[src/rtl/lzw_code_packer.sv]
// lzw_code_packer
// Reads fixed-width LZW codes from the encoder's output code RAM through a
// synchronous read port. Packs them MSB-first into a continuous bitstream and
// emits that stream as DATA_WIDTH-bit words over a valid/ready interface. Any
// partial final word is left-justified and zero-padded.
//
// Ports:
//   clk, rst        clock, synchronous active-high reset
//   cs              level start; sampled in IDLE and DONE
//   code_count      number of codes to pack (0..2^ADDR_WIDTH), latched on start
//   code_addr       code RAM read address
//   code_rd         code RAM read enable (one-cycle pulse per code)
//   code_rdata      code RAM data, valid one cycle after code_rd
//   out_data        packed output word
//   out_valid       out_data valid
//   out_ready       sink accepts when out_valid && out_ready
//   done            packing complete (DONE state)
//   busy            high in every state except IDLE and DONE
module lzw_code_packer #(
  parameter int ADDR_WIDTH = 4,
  parameter int DATA_WIDTH = 8,
  parameter int CODE_WIDTH = 12
) (
  input  logic                  clk,
  input  logic                  rst,
  input  logic                  cs,
  input  logic [ADDR_WIDTH:0]   code_count,
  output logic [ADDR_WIDTH-1:0] code_addr,
  output logic                  code_rd,
  input  logic [CODE_WIDTH-1:0] code_rdata,
  output logic [DATA_WIDTH-1:0] out_data,
  output logic                  out_valid,
  input  logic                  out_ready,
  output logic                  done,
  output logic                  busy
);

  localparam int ACC_W = CODE_WIDTH + DATA_WIDTH;
  localparam int NB_W  = $clog2(ACC_W) + 1;

  typedef enum logic [2:0] {IDLE, READ, WAIT, PACK, EMIT, FLUSH, DONE} state_t;

  state_t                state, state_nxt;
  // Valid bits sit right-justified in acc; bits above nbits are stale.
  logic [ACC_W-1:0]      acc;
  logic [NB_W-1:0]       nbits;
  logic [NB_W-1:0]       nbits_left;
  logic [CODE_WIDTH-1:0] code_q;
  logic [ADDR_WIDTH:0]   remaining;
  logic [ADDR_WIDTH-1:0] addr_q;
  logic                  have_word;

  // Oldest DATA_WIDTH valid bits, i.e. the top of the nbits-wide window.
  function automatic logic [DATA_WIDTH-1:0] top_word(input logic [ACC_W-1:0] a,
                                                     input logic [NB_W-1:0]  n);
    logic [ACC_W-1:0] s;
    s = a >> (n - NB_W'(DATA_WIDTH));
    return s[DATA_WIDTH-1:0];
  endfunction

  // Remaining n (< DATA_WIDTH) bits moved to the MSBs, zeros shifted in below.
  function automatic logic [DATA_WIDTH-1:0] flush_word(input logic [ACC_W-1:0] a,
                                                       input logic [NB_W-1:0]  n);
    logic [ACC_W-1:0] s;
    s = a << (NB_W'(DATA_WIDTH) - n);
    return s[DATA_WIDTH-1:0];
  endfunction

  assign have_word  = (nbits >= NB_W'(DATA_WIDTH));
  // Bit count after this cycle's EMIT handshake; lets EMIT leave on the same
  // cycle its last full word is accepted, so no idle EMIT cycle is spent.
  assign nbits_left = (state == EMIT && have_word && out_ready)
                      ? nbits - NB_W'(DATA_WIDTH) : nbits;

  assign code_addr = addr_q;
  assign code_rd   = (state == READ);
  assign done      = (state == DONE);
  assign busy      = (state != IDLE) && (state != DONE);

  always_comb begin
    state_nxt = state;
    out_valid = 1'b0;
    out_data  = '0;
    case (state)
      IDLE:  if (cs) state_nxt = (code_count == '0) ? DONE : READ;
      READ:  state_nxt = WAIT;
      WAIT:  state_nxt = PACK;
      PACK:  state_nxt = EMIT;
      EMIT: begin
        if (have_word) begin
          out_valid = 1'b1;
          out_data  = top_word(acc, nbits);
        end
        if (nbits_left < NB_W'(DATA_WIDTH)) begin
          if (remaining != '0)        state_nxt = READ;
          else if (nbits_left != '0)  state_nxt = FLUSH;
          else                        state_nxt = DONE;
        end
      end
      FLUSH: begin
        out_valid = 1'b1;
        out_data  = flush_word(acc, nbits);
        if (out_ready) state_nxt = DONE;
      end
      DONE:  if (!cs) state_nxt = IDLE;
      default: state_nxt = IDLE;
    endcase
  end

  always_ff @(posedge clk) begin
    if (rst) begin
      state     <= IDLE;
      acc       <= '0;
      nbits     <= '0;
      code_q    <= '0;
      remaining <= '0;
      addr_q    <= '0;
    end else begin
      state <= state_nxt;
      case (state)
        IDLE: if (cs) begin
          remaining <= code_count;
          addr_q    <= '0;
          acc       <= '0;
          nbits     <= '0;
        end
        WAIT:  code_q <= code_rdata;
        PACK: begin
          acc       <= (acc << CODE_WIDTH) | ACC_W'(code_q);
          nbits     <= nbits + NB_W'(CODE_WIDTH);
          addr_q    <= addr_q + ADDR_WIDTH'(1);
          remaining <= remaining - (ADDR_WIDTH+1)'(1);
        end
        EMIT:  nbits <= nbits_left;
        FLUSH: if (out_ready) nbits <= '0;
        default: ;
      endcase
    end
  end

endmodule

[config.mk]
export PLATFORM = sky130hd
export DESIGN_NAME = lzw_code_packer
export DESIGN_NICKNAME = d
export VERILOG_FILES = /design/src/rtl/lzw_code_packer.sv
export SDC_FILE = /design/constraint.sdc
export NUM_CORES = 1
export LEC_CHECK = 0
export CORE_MARGIN = 3
export CORE_UTILIZATION = 55
export CTS_CLUSTER_DIAMETER = 30
export DETAILED_ROUTE_END_ITERATION = 16
export PLACE_DENSITY = 0.82
export SLEW_MARGIN = 20
export SYNTH_ARGS = -nofsm -noshare
export SYNTH_HDL_FRONTEND = slang
export SYNTH_SLANG_ARGS = --single-unit
[constraint.sdc]
create_clock -name clk -period 2.8 [get_ports clk]
set_input_delay 0.28 -clock clk [delete_from_list [all_inputs] [get_ports clk]]
set_output_delay 0.28 -clock clk [all_outputs]
set_load 0.05 [all_outputs]
==> summary.txt <==
Status
  – Status: finished, final reports clean

Synth
  – Yosys warns: 0
  – Seq/Total Area, Yosys: 0.3332
  – Post-Syn Area per Cell: 8.793 um^2
  – Simple-gate area share of the yosys netlist: 0.2117
  – Synth Area in Compound Gates: 0.1961
  – Post-synthesis adder-cell area fraction: 0.04772
  – Yosys cell types: 53
  – Synth Area in XOR/XNOR: 0.01215
  – Seq cells post-synth: 48
  – Post-synthesis net count: 360
  – Fraction of synthesized area in multiplexers: 0.1180
  – Post-synth EDFFs: 0
  – Main synth FF type: dfxtp_1
  – Largest family of logic cells by synthesized area: simple AND/OR/NAND/NOR gates
  – Asr flop ratio synth: 0
  – Mapped cell area: 0.002884 mm^2
  – Syn Inst Count: 328

Worst hold path
  – Hold Crit Class: reg2reg

Finish
  – Layout Nets: 388
  – Final core utilization: 0.7097
  – Most frequent cells in the layout: 54 x nor2_1, 46 x dfxtp_1, 27 x clkdlybuf4s50_1
  – Most common cell after layout, fill and taps aside: nor2_1
  – Area delta synth->final: 20.09%
  – Ant diodes: 0
  – Final cell count without fillers: 423
  – Layout cells sized above 1: 0.1489

Routing
  – Vias/cell: 5.993
  – Initial DRC Count: 230
  – Drt wl/cell: 15.84 um
  – # DRC: 0
  – Final ANT Viol Nets: 0
  – Routed WL: 6699 um
  – DRT Pass-1 Iters: 4
  – Vias: 2535

Floorplan
  – # IOs: 37
  – Die height: 78.42 um
  – Horiz. Die Dim: 78.42 um
  – Die area: 0.006149 mm^2
  – Starting Density: 0.5910
  – FP Rows: 25
  – Core area: 0.004880 mm^2

Clocking
  – Root Driver: clkbuf_8
  – Cts bufs inserted: 5
  – CTS-repair resized insts: 1
  – Clk Latency, worst-skew pair: 0.30 ns
  – H-tree depth: 2
  – Hold buffer count at CTS: 0
  – Clk slew on worst S/H paths: 0.09 ns
  – Clock Tree Buf Depth: 2
  – Clk sinks: 48
  – CTS tree: done
  – Setup bufs post-CTS: 0

Pwr
  – VDD IR-drop max: 0.3791 mV
  – Pwr/cell area: 505.1 mW/mm^2
  – Power Total: 1749 uW
  – Leak: 0.001213 uW

Timing
  – Slew Limit Fails: 0
  – Fmax: 377.5 MHz
  – Final period util: 0.9461
  – Clock Skew: 0.007263 ns
  – Final setup viols: 0
  – RSZ-0062 raised after global routing: yes
  – Final hold violation count: 0
  – Post-route setup slack: 0.1510 ns
  – Rel. slew slack: 0.5644
  – Worst-Margin Slew: 0.6518 ns
  – Minimum clock period: 2.649 ns

Worst setup path
  – Crit path DAT: 2.37 ns
  – Worst-path fanout max: 8
  – Type of the worst setup path: reg2out
  – Crit path launch type: flop
  – Critical path required time: 2.52 ns
  – CP Capture Type: output port

GRT
  – Overflow after GRT: 0
  – Met1 usage: 0.2928
  – Initial antenna violation count: 0
  – GRT Max-Usage Layer: met2
  – Met2 Usage GRT: 0.3656
  – Largest net degree at the start of global routing: 49
  – GR Util met3: 0.05161
  – Total GRT Usage: 0.2266
  – Vias in the first global route: 2327
  – Global-route wire length before repair: 11170 um

Placement
  – Placed cells: 416
  – Routability congestion estimate: 0.9104
  – DP HPWL: 4699 um
  – IO buf count: 36
  – Setup WS pre-CTS: 0.3448 ns

Run
  – MaxCap Viol Count: 0
final timing paths:
kind	startpoint	endpoint	slack, ns	cells after the start
setup / recovery	nbits[3]	out_data[4]	0.15	6
hold / removal	code_addr[3]	code_addr[3]	0.48	1
setup reg to reg	state[0]	nbits[2]	0.79	6
hold reg to reg	code_addr[3]	code_addr[3]	0.48	1
cells by family (layout without fill, tap and decap cells):
group,Yosys count,in the layout
AND/OR/NAND/NOR,116,116
AO/OA/AOI/OAI,86,86
flip-flops,48,48
buffers and inverters,39,67
multiplexers,24,24
adder cells (fa/ha/maj),11,11
XOR/XNOR,4,4
where the power goes:
group          internal [uW]  switching (uW)  total, uW
clock network            351             224        575
registers                717            47.6        765
logic                    171             238        409
total                   1240             510       1750
final cells by class:
| class | instances | area (um^2) |
|---|---|---|
| multi-input combinational | 241 | 1705 |
| fill | 365 | 1416 |
| sequential | 48 | 963.4 |
| timing repair buffer | 47 | 533.0 |
| tap | 67 | 83.83 |
| clock buffer | 5 | 68.82 |
| clock inverter | 2 | 60.06 |
| inverter | 13 | 48.80 |
critical path: stages (launching register included):
cell and delay, ns:
dfxtp_2 0.43, inv_1 0.14, ha_1 0.31, nand2_1 0.07, or4_1 0.65, o22ai_1 0.27
buf_12 0.18
registers in the layout, summed over array words and instances, names as in the netlist:
name and flops:
acc 20, remaining 5, nbits 4, code_addr 4, code_q 12, state 3
Yosys cell counts (3+ instances only):
cell type | n | area, um^2
nor2_1 | 54 | 202.7
mux4_2 | 8 | 180.2
nor3b_1 | 4 | 30.03
nor3_1 | 7 | 35.03
a211oi_1 | 3 | 22.52
clkbuf_1 | 5 | 18.77
buf_6 | 3 | 33.78
a22oi_1 | 22 | 165.2
clkbuf_8 | 4 | 55.05
a21oi_1 | 23 | 115.1
and2_1 | 4 | 25.02
nand2_1 | 15 | 56.30
nor4_1 | 3 | 18.77
dfxtp_1 | 48 | 960.9
o22ai_1 | 7 | 43.79
nand3_1 | 7 | 35.03
mux2i_1 | 16 | 160.2
buf_2 | 11 | 55.05
ha_1 | 11 | 137.6
buf_4 | 3 | 22.52
o21ai_0 | 16 | 80.08
inv_1 | 11 | 41.29
or3_1 | 3 | 18.77
a31oi_1 | 3 | 18.77
xor2_1 | 3 | 26.28
metrics by stage:
step	hold WS, ns	setup TNS [ns]	instance area, um^2
6_report	0.4765	0	3463
5_1_grt	0.5147	-0.02306	3463
4_1_cts	0.4771	0	3452
3_5_place_dp	0.4594	0	3322
3_3_place_gp	0.4508	0	3322
2_1_floorplan	0.4272	-0.1762	2890
metal layers:
layer  share of wire  vias up
met5               0        -
met1            0.42     1182
li1                -     1242
met4           0.025        0
met3           0.059       16
met2            0.49       95
No activity file was read; power rests on OpenSTA's default activity.
